[src/rtl/fifo_pkg.sv]
// Shared definitions for the write-side FIFO framer: FSM encodings, data width
// default and the frame checksum helper.
package fifo_pkg;

  localparam int FIFO_WIDTH = 8;

  typedef enum logic [1:0] {
    ST_IDLE = 2'd0,
    ST_BODY = 2'd1,
    ST_TAIL = 2'd2
  } state_t;

  // Negated modular sum; the caller truncates to its data width.
  function automatic logic [31:0] csum_neg(input logic [31:0] sum);
    return 32'd0 - sum;
  endfunction

endpackage

[src/rtl/fifo_wr_framer_if.sv]
// Byte-stream and FIFO-write bundle seen by the framer (slave) and by whatever
// sits on the other side of it (master: upstream source plus FIFO full flag).
interface fifo_wr_framer_if #(
  parameter int WIDTH = 8
);
  logic             s_valid;
  logic             s_ready;
  logic [WIDTH-1:0] s_data;
  logic             s_last;
  logic             full;
  logic             wr;
  logic [WIDTH-1:0] data;

  modport master (output s_valid, s_data, s_last, full, input s_ready, wr, data);
  modport slave  (input s_valid, s_data, s_last, full, output s_ready, wr, data);
endinterface

[src/rtl/fifo_skid_buf.sv]
// Two-entry skid buffer: an output register plus one overflow slot, so a byte
// accepted while the consumer stalls is held rather than lost.
module fifo_skid_buf #(
  parameter int DW = 9
) (
  input  logic          wrclk,
  input  logic          rst_n,
  input  logic          i_push,
  input  logic [DW-1:0] i_push_data,
  output logic          o_ready,
  input  logic          i_pop,
  output logic          o_out_vld,
  output logic [DW-1:0] o_out_data,
  output logic          o_skid_vld
);

  logic          r_out_vld;
  logic [DW-1:0] r_out_data;
  logic          r_skid_vld;
  logic [DW-1:0] r_skid_data;

  always_ff @(posedge wrclk or negedge rst_n) begin
    if (!rst_n) begin
      r_out_vld   <= 1'b0;
      r_out_data  <= '0;
      r_skid_vld  <= 1'b0;
      r_skid_data <= '0;
    end else if (!r_out_vld || i_pop) begin
      // Output slot frees up: the older skid byte always goes first.
      if (r_skid_vld) begin
        r_out_vld  <= 1'b1;
        r_out_data <= r_skid_data;
        r_skid_vld <= 1'b0;
      end else begin
        r_out_vld <= i_push;
        if (i_push) r_out_data <= i_push_data;
      end
    end else if (i_push) begin
      r_skid_vld  <= 1'b1;
      r_skid_data <= i_push_data;
    end
  end

  assign o_ready    = ~r_skid_vld;
  assign o_out_vld  = r_out_vld;
  assign o_out_data = r_out_data;
  assign o_skid_vld = r_skid_vld;

endmodule

[src/rtl/fifo_wr_framer.sv]
// Write-side framer feeding the async FIFO: frames the byte stream, caps frame
// length, and appends a checksum byte when FIFO_WR_FRAMER_CSUM_EN is defined.
module fifo_wr_framer
  import fifo_pkg::*;
#(
  parameter int WIDTH   = FIFO_WIDTH,
  parameter int MAX_LEN = 16,
  parameter int CNT_W   = 8
) (
  input  logic             wrclk,
  input  logic             rst_n,
  fifo_wr_framer_if.slave  bus,
  output logic             busy,
  output logic             trunc_err,
  output logic [CNT_W-1:0] frm_cnt
);

  localparam int LEN_W = $clog2(MAX_LEN + 1);

  state_t           r_state, w_state_next;
  logic [LEN_W-1:0] r_len, w_len_next;
  logic             r_trunc;
  logic [CNT_W-1:0] r_frm_cnt;

  logic             w_acc, w_at_max, w_last;
  logic             w_push, w_push_eof, w_buf_ready;
  logic [WIDTH-1:0] w_push_byte, w_out_byte;
  logic             w_out_vld, w_out_eof, w_skid_vld, w_wr;

`ifdef FIFO_WR_FRAMER_CSUM_EN
  logic [WIDTH-1:0] r_sum, w_sum_next, w_csum;
  assign w_csum = WIDTH'(csum_neg(32'(r_sum)));
  assign bus.s_ready = w_buf_ready & (r_state != ST_TAIL);
`else
  assign bus.s_ready = w_buf_ready;
`endif

  assign w_acc    = bus.s_valid & bus.s_ready;
  assign w_at_max = (r_len + LEN_W'(1)) == LEN_W'(MAX_LEN);
  assign w_last   = bus.s_last | w_at_max;

  always_comb begin
    w_state_next = r_state;
    w_len_next   = r_len;
    w_push       = 1'b0;
    w_push_eof   = 1'b0;
    w_push_byte  = bus.s_data;
`ifdef FIFO_WR_FRAMER_CSUM_EN
    w_sum_next   = r_sum;
`endif
    case (r_state)
      ST_IDLE, ST_BODY: begin
        if (w_acc) begin
          w_push = 1'b1;
`ifdef FIFO_WR_FRAMER_CSUM_EN
          w_sum_next = r_sum + bus.s_data;
`else
          w_push_eof = w_last;
`endif
          if (w_last) begin
            w_len_next = '0;
`ifdef FIFO_WR_FRAMER_CSUM_EN
            w_state_next = ST_TAIL;
`else
            w_state_next = ST_IDLE;
`endif
          end else begin
            w_len_next   = r_len + LEN_W'(1);
            w_state_next = ST_BODY;
          end
        end
      end
`ifdef FIFO_WR_FRAMER_CSUM_EN
      // Checksum takes the same buffer slot an input byte would.
      ST_TAIL: begin
        if (w_buf_ready) begin
          w_push       = 1'b1;
          w_push_eof   = 1'b1;
          w_push_byte  = w_csum;
          w_sum_next   = '0;
          w_state_next = ST_IDLE;
        end
      end
`endif
      default: w_state_next = ST_IDLE;
    endcase
  end

  always_ff @(posedge wrclk or negedge rst_n) begin
    if (!rst_n) begin
      r_state   <= ST_IDLE;
      r_len     <= '0;
      r_trunc   <= 1'b0;
      r_frm_cnt <= '0;
`ifdef FIFO_WR_FRAMER_CSUM_EN
      r_sum     <= '0;
`endif
    end else begin
      r_state   <= w_state_next;
      r_len     <= w_len_next;
      r_trunc   <= w_acc & w_at_max & ~bus.s_last;
      if (w_wr && w_out_eof) r_frm_cnt <= r_frm_cnt + CNT_W'(1);
`ifdef FIFO_WR_FRAMER_CSUM_EN
      r_sum     <= w_sum_next;
`endif
    end
  end

  fifo_skid_buf #(
    .DW (WIDTH + 1)
  ) u_skid (
    .wrclk       (wrclk),
    .rst_n       (rst_n),
    .i_push      (w_push),
    .i_push_data ({w_push_eof, w_push_byte}),
    .o_ready     (w_buf_ready),
    .i_pop       (w_wr),
    .o_out_vld   (w_out_vld),
    .o_out_data  ({w_out_eof, w_out_byte}),
    .o_skid_vld  (w_skid_vld)
  );

  // Write request reacts to full in the same cycle so the FIFO never overflows.
  assign w_wr      = w_out_vld & ~bus.full;
  assign bus.wr    = w_wr;
  assign bus.data  = w_out_byte;
  assign busy      = (r_state != ST_IDLE) | w_out_vld | w_skid_vld;
  assign trunc_err = r_trunc;
  assign frm_cnt   = r_frm_cnt;

endmodule

[src/flat_wrapper.sv]
// flat-port wrapper written by rule: the top's interface ports become plain ports
module fifo_wr_framer_flat import fifo_pkg::*;
#(
  parameter int WIDTH   = FIFO_WIDTH,
  parameter int MAX_LEN = 16,
  parameter int CNT_W   = 8
)
  (wrclk, rst_n, busy, trunc_err, frm_cnt, bus_s_valid, bus_s_data, bus_s_last, bus_full, bus_s_ready, bus_wr, bus_data);
  fifo_wr_framer_if #(.WIDTH(WIDTH)) bus_i ();
  input  logic wrclk;
  input  logic rst_n;
  output logic busy;
  output logic trunc_err;
  output logic [CNT_W-1:0] frm_cnt;
  input wire logic [$bits(bus_i.s_valid)-1:0] bus_s_valid;
  input wire logic [$bits(bus_i.s_data)-1:0] bus_s_data;
  input wire logic [$bits(bus_i.s_last)-1:0] bus_s_last;
  input wire logic [$bits(bus_i.full)-1:0] bus_full;
  output wire logic [$bits(bus_i.s_ready)-1:0] bus_s_ready;
  output wire logic [$bits(bus_i.wr)-1:0] bus_wr;
  output wire logic [$bits(bus_i.data)-1:0] bus_data;
  assign bus_i.s_valid = bus_s_valid;
  assign bus_i.s_data = bus_s_data;
  assign bus_i.s_last = bus_s_last;
  assign bus_i.full = bus_full;
  assign bus_s_ready = bus_i.s_ready;
  assign bus_wr = bus_i.wr;
  assign bus_data = bus_i.data;
  fifo_wr_framer #(.WIDTH(WIDTH), .MAX_LEN(MAX_LEN), .CNT_W(CNT_W)) u_core (.wrclk(wrclk), .rst_n(rst_n), .bus(bus_i), .busy(busy), .trunc_err(trunc_err), .frm_cnt(frm_cnt));
endmodule
[config.mk]
export PLATFORM = sky130hd
export DESIGN_NAME = fifo_wr_framer_flat
export DESIGN_NICKNAME = d
export VERILOG_FILES = /design/src/rtl/fifo_pkg.sv /design/src/rtl/fifo_wr_framer_if.sv /design/src/rtl/fifo_skid_buf.sv /design/src/rtl/fifo_wr_framer.sv /design/src/flat_wrapper.sv
export SDC_FILE = /design/constraint.sdc
export NUM_CORES = 1
export LEC_CHECK = 0
export CAP_MARGIN = 40
export CORE_UTILIZATION = 30
export CTS_CLUSTER_SIZE = 12
export DETAILED_ROUTE_END_ITERATION = 6
export HOLD_SLACK_MARGIN = 0.02
export PLACE_DENSITY = 0.53
export RECOVER_POWER = 25
export REMOVE_ABC_BUFFERS = 1
export SLEW_MARGIN = 20
export SYNTH_ARGS = -nofsm -noshare
export SYNTH_HDL_FRONTEND = slang
export SYNTH_HIERARCHICAL = 1
export SYNTH_SLANG_ARGS = --single-unit
export TNS_END_PERCENT = 1
[constraint.sdc]
create_clock -name wrclk -period 2.1 [get_ports wrclk]
set_clock_uncertainty 0.2 [all_clocks]
set_input_delay 0.525 -clock wrclk [delete_from_list [all_inputs] [get_ports wrclk]]
set_output_delay 0.525 -clock wrclk [all_outputs]
set_load 0.05 [all_outputs]
# Word-level counts from Yosys, hierarchy flattened
# Index checks and enable logic that the tools add are counted.
# totals
ff_bits	36
inputBits	13
out_inout_bits	20
# classes
add_sub_neg	2
eq_ne	3
muxes	13
n_bitwise	11
n_reduce_logical	11
# ops
operator	count
2-to-1 mux 9 bit	2
adder 8 x 1 -> 8 bit, second input constant	1
2-to-1 mux 1 bit	8
AND reduction 2 bit	3
nonzero test 2 bit	3
adder 5 x 1 -> 5 bit, second input constant	1
equality test 5 bit, second input constant	1
2-to-1 mux 5 bit	1
AND 1 bit	4
2-to-1 mux 2 bit	2
inverter 1 bit	4
OR 1 bit	3
equality test 2 x 1 -> 1 bit, second input constant	1
zero test 2 bit	1
inequality test 2 x 1 -> 1 bit, second input constant	1
OR reduction 2 bit	1
logical AND 1 bit	1
zero test 1 bit	1
logical OR 1 bit	1

# Longest topological paths before layout
# depth
ltp_word	7
depth_mapped	7
depth_no_buf	6

# Hierarchy
# The synthesis kept the hierarchy.
# by_module_without_submodules
module	n_inst	cells_per_inst	area_per_inst_um2	seq_area_each_um2
fifo_skid_buf	1	56	982.2	500.5
fifo_wr_framer	1	66	718.2	375.4

# Worst setup path after synthesis
# Ideal clock, no wire load.
# synth_path
path_type	register -> register
start	register u_core.u_skid.r_skid_vld, in the netlist u_core/u_skid/o_skid_vld
end	register u_core.u_skid.r_out_data[0], in the netlist u_core/u_skid/o_out_data[0]
t_arrival_ns	1.834
required_time_ns	1.775
slack_ns	-0.059
path_stages_with_launch	8
path_buffers	1
synth_period_minus_slack_ns	2.159
cell_sequence	dfrtp_1 buf_6 inv_1 nand2_2 inv_1 nor2_2 nor2_8 mux2_4
# synth_via
elab_chain_cells	6
elab_cells_between_ends	7
cone_classes	mux (3); bitwise (2); reduce/logical (2)
# synth_rtl
element	line_no	text
start: declaration	fifo_skid_buf.sv:19	logic r_skid_vld;
start signal: assignment	fifo_skid_buf.sv:26	r_skid_vld <= 1'b0;
start signal: assignment	fifo_skid_buf.sv:33	r_skid_vld <= 1'b0;
start signal: assignment	fifo_skid_buf.sv:39	r_skid_vld <= 1'b1;
inverter 1 bit	fifo_skid_buf.sv:44	assign o_ready = ~r_skid_vld;
net bus_s_ready	flat_wrapper.sv:19	output wire logic [$bits(bus_i.s_ready)-1:0] bus_s_ready;
AND 1 bit	fifo_wr_framer.sv:38	assign w_acc = bus.s_valid & bus.s_ready;
net u_core.w_acc	fifo_wr_framer.sv:25	logic w_acc, w_at_max, w_last;
2-to-1 mux 1 bit	fifo_wr_framer.sv:53	if (w_acc) begin
2-to-1 mux 1 bit	fifo_wr_framer.sv:51	case (r_state)
nonzero test 2 bit (no line)	--	
AND reduction 2 bit (no line)	--	
end signal: assignment	fifo_skid_buf.sv:32	r_out_data <= r_skid_data;
end signal: assignment	fifo_skid_buf.sv:36	if (i_push) r_out_data <= i_push_data;
end: declaration	fifo_skid_buf.sv:18	logic [DW-1:0] r_out_data;
# The timed path passes the listed nets, and every way through them passes these cells.
# A chain may end at the register's enable or synchronous reset.

# Final worst setup path
# layout_path
start	register u_core.u_skid.r_out_vld, in the netlist u_core/u_skid/o_out_vld
end	output port busy
# layout_via
elab_chain_cells	2
# layout_rtl
element	line_no	text
start: declaration	fifo_skid_buf.sv:17	logic r_out_vld;
start signal: assignment	fifo_skid_buf.sv:35	r_out_vld <= i_push;
OR 1 bit (2 in a row)	fifo_wr_framer.sv:127	assign busy = (r_state != ST_IDLE) | w_out_vld | w_skid_vld;
end: declaration	flat_wrapper.sv:12	output logic busy;
# No other way between the ends.

==> out/results.tsv <==
stage	metric	value	unit
run_status	outcome	finished with violations	
run_status	violations	DRC	
placed_design	gp_congestion	0.7766	
drt	final_antenna_net_count	0	
sta	period_minus_slack	2000	ps
synthesis	synth-simple-area-share	0.1251	
cts	holdBufCountCts	0	
cts	cts_buffer_depth	2	
global_route	grtUsageMet3	0.03810	
global_route	grt_pass1_wl	5.616	mm
job	cap_violations	0	
global_route	met1_usage	0.1552	
synthesis	synthAdderAreaFrac	0.01472	
drt	drt_first_pass_iters	6	
critical_path	cp.arrival	1280	ps
sta	hold_violations	0	
critical_path	cp-startpoint	u_core/u_skid/o_out_vld	
power_and_ir_drop	seqPwrFrac	0.340	
drt	routed_wl	3.265	mm
cells_and_area	antenna_cells	0	
cells_and_area	postLayoutCoreUtil	0.4081	
global_route	track_usage	0.1220	
global_route	grt_pass1_vias	1145	
cts	clk_latency	280	ps
floorplan	dieArea	5973	µm²
cts	cts_tree	yes	
drt	num_vias	1098	
synthesis	synth_flop_cell	dfrtp_1	
synthesis	synth_xor_area_frac	0.03606	
power_and_ir_drop	p_int	2.053	mW
cts	clk_pin_slew	70	ps
floorplan	core	5473	µm²
cells_and_area	fin_cells	242	
min_path	hp-start	u_core/frm_cnt[7]	
synthesis	synthMuxAreaShare	0.2450	
drt	viasPerCell	4.537	
critical_path	worstPathMaxFanout	5	
synthesis	yosysSeqAreaShare	0.5151	
critical_path	crit_path_end_kind	primary output	
synthesis	synth_seq_cells	35	
power_and_ir_drop	switching_share	0.3985	
sta	rsz0062_at_grt	no	
cts	cts.sinks	35	
floorplan	dieWidth	77.29	µm
synthesis	yosysWarnings	6	
global_route	use_met2	0.1929	
drt	drt_iter0_drc	42	
power_and_ir_drop	p_switching	1.360	mW
critical_path	cp.required	1370	ps
synthesis	ys_types	32	
sta	slew_violations	0	
placed_design	io_buffers	32	
floorplan	rows	27	
drt	routedWlPerCell	13.49	µm
cts	numCtsBuffers	5	
power_and_ir_drop	pwr-share-comb	0.519	
sta	finalHoldWorstSlack	272.2	ps
synthesis	synth-compound-area-share	0.05077	
cells_and_area	final_cell_mix	dfrtp_1 (35), buf_4 (27), mux2_4 (27)	
global_route	top_usage_layer	met2	
cells_and_area	area_delta_synth_final	31.35	%
floorplan	initial_utilization	0.3107	
synthesis	synth_edf_count	0	
global_route	grt-ovfl-total	0	
floorplan	fp.dieH	77.29	µm
critical_path	r2r_setup_slack	110	ps
placed_design	dp_hpwl	2.364	mm
cells_and_area	num-fill-cells	513	
cells_and_area	layout_commonest_cell	dfrtp_1	
power_and_ir_drop	power.leakage	1.077	nW
sta	finalCritPeriodShare	0.9526	
sta	maxSlewHeadroom	0.4144	
power_and_ir_drop	clkPwrFrac	0.141	
power_and_ir_drop	power_density	1528	nW/µm²
sta	setup_viol	0	
cts	htreeDepth	2	
synthesis	synth_area	1700	µm²
synthesis	netlist_instances	122	
min_path	hp-class	flop to flop	
global_route	grt_max_degree	36	
synthesis	synth_top_family_by_area	multiplexers	
critical_path	path_class	flop to primary output	
synthesis	async_flop_share	1.000	
cells_and_area	drive_above_1_share	0.4353	
critical_path	r2r_start	u_core/r_len[1]	
power_and_ir_drop	peakVddDrop	0.0005117	V
cells_and_area	fin_nets	185	
sta	worst_slew_pin_slew	878.4	ps
critical_path	startpoint_type	flop	
global_route	antenna_found_initial	0	
placed_design	place_inst	236	
drt	drc	2	
sta	fmax	0.4999	GHz
floorplan	ios	33	
cts	root_buffer	clkbuf_8	
synthesis	avgSynthCellArea	13.94	µm²
==> final cells by class <==
class | count | area, µm² | share of cell area
multi-input cells | 83 | 802.0 | 0.3591
flip-flops and latches | 35 | 875.8 | 0.3922
clock buffers | 6 | 82.58 | 0.03697
inverters | 3 | 11.26 | 0.005042
repair buffers | 42 | 366.6 | 0.1641
clock inverters | 1 | 5.005 | 0.002241
well taps | 72 | 90.09 | 0.04034
==> worst paths after layout <==
check,end,cells past startpoint
min in group asynchronous,u_core/frm_cnt[2],2
hold / removal,u_core/frm_cnt[7],1
setup reg to reg,u_core/u_skid/o_out_data[8],6
setup / recovery,busy,2
hold reg to reg,u_core/frm_cnt[7],1
max in group asynchronous,u_core/u_skid/o_out_data[0],2
==> cell usage after synthesis, types with 2 or more instances <==
library cell / count / area, µm²
a22o_1: 2 / 17.52
ha_1: 2 / 25.02
nor3_1: 2 / 10.01
xor2_1: 2 / 17.52
nand3b_1: 2 / 15.01
and3_1: 2 / 12.51
nand4b_1: 2 / 17.52
nand3_1: 5 / 25.02
nand2b_1: 2 / 12.51
o21ai_0: 5 / 25.02
nand2_1: 3 / 11.26
nor2_1: 5 / 18.77
inv_1: 3 / 11.26
xnor2_1: 5 / 43.79
and2_1: 2 / 12.51
a21oi_1: 2 / 10.01
dfrtp_1: 35 / 875.8
mux2_4: 27 / 405.4
==> logic make-up (layout without fill, tap and decap cells) <==
kind of cell / after synthesis / count (layout)
AO/OA/AOI/OAI: 13 / 13
adder cells (fa/ha/maj): 2 / 2
XOR/XNOR: 7 / 7
multiplexers: 28 / 28
AND/OR/NAND/NOR: 33 / 33
flip-flops: 35 / 35
buffers and inverters: 4 / 52
==> power by group through the flow <==
stage,sequential [mW],clock [mW],combinational [mW]
2_1_floorplan,1.57,0,0.844
3_3_place_gp,1.16,0,1.76
3_5_place_dp,1.17,0,1.79
4_1_cts,1.16,0.511,1.79
5_1_grt,1.21,0.539,1.88
6_report,1.16,0.481,1.77
==> critical path, cell delays in order (launching register included) <==
cell,delay (ps)
dfrtp_1,410
or3_1,410
buf_12,170
==> stage by stage <==
| step | area (µm²) | power (mW) | TNS (ps) | setup slack [ps] |
|---|---|---|---|---|
| floorplan | 1689 | 2.413 | -2101 | -200.2 |
| global placement | 2157 | 2.927 | -3537 | -198.3 |
| detailed placement | 2157 | 2.963 | -3248 | -195.4 |
| CTS | 2236 | 3.464 | 0 | 74.67 |
| global route | 2233 | 3.630 | 0 | 16.43 |
| finish | 2233 | 3.413 | 0 | 99.57 |
==> flip-flops by register name (all words and copies together) (netlist names) <==
name,cells
u_core/frm_cnt,8
u_core/r_len,5
u_core/r_state,1
u_core/trunc_err,1
u_core/u_skid/o_out_data,9
u_core/u_skid/o_out_vld,1
u_core/u_skid/o_skid_vld,1
u_core/u_skid/r_skid_data,9
==> layer usage <==
layer / up-vias / part of all wire
met4: 0 / 0.013
li1: 524 / -
met5: - / 0
met2: 31 / 0.50
met1: 539 / 0.45
met3: 4 / 0.040
==> repair_timing <==
| action | CTS | global route |
|---|---|---|
| endpoints found under the setup margin | 1 | 0 |
| hold endpoints to repair | 0 | 0 |
| setup buffers | 0 | 0 |
| gates resized for setup | 1 | 0 |
Power figures use the tool's default switching activity.
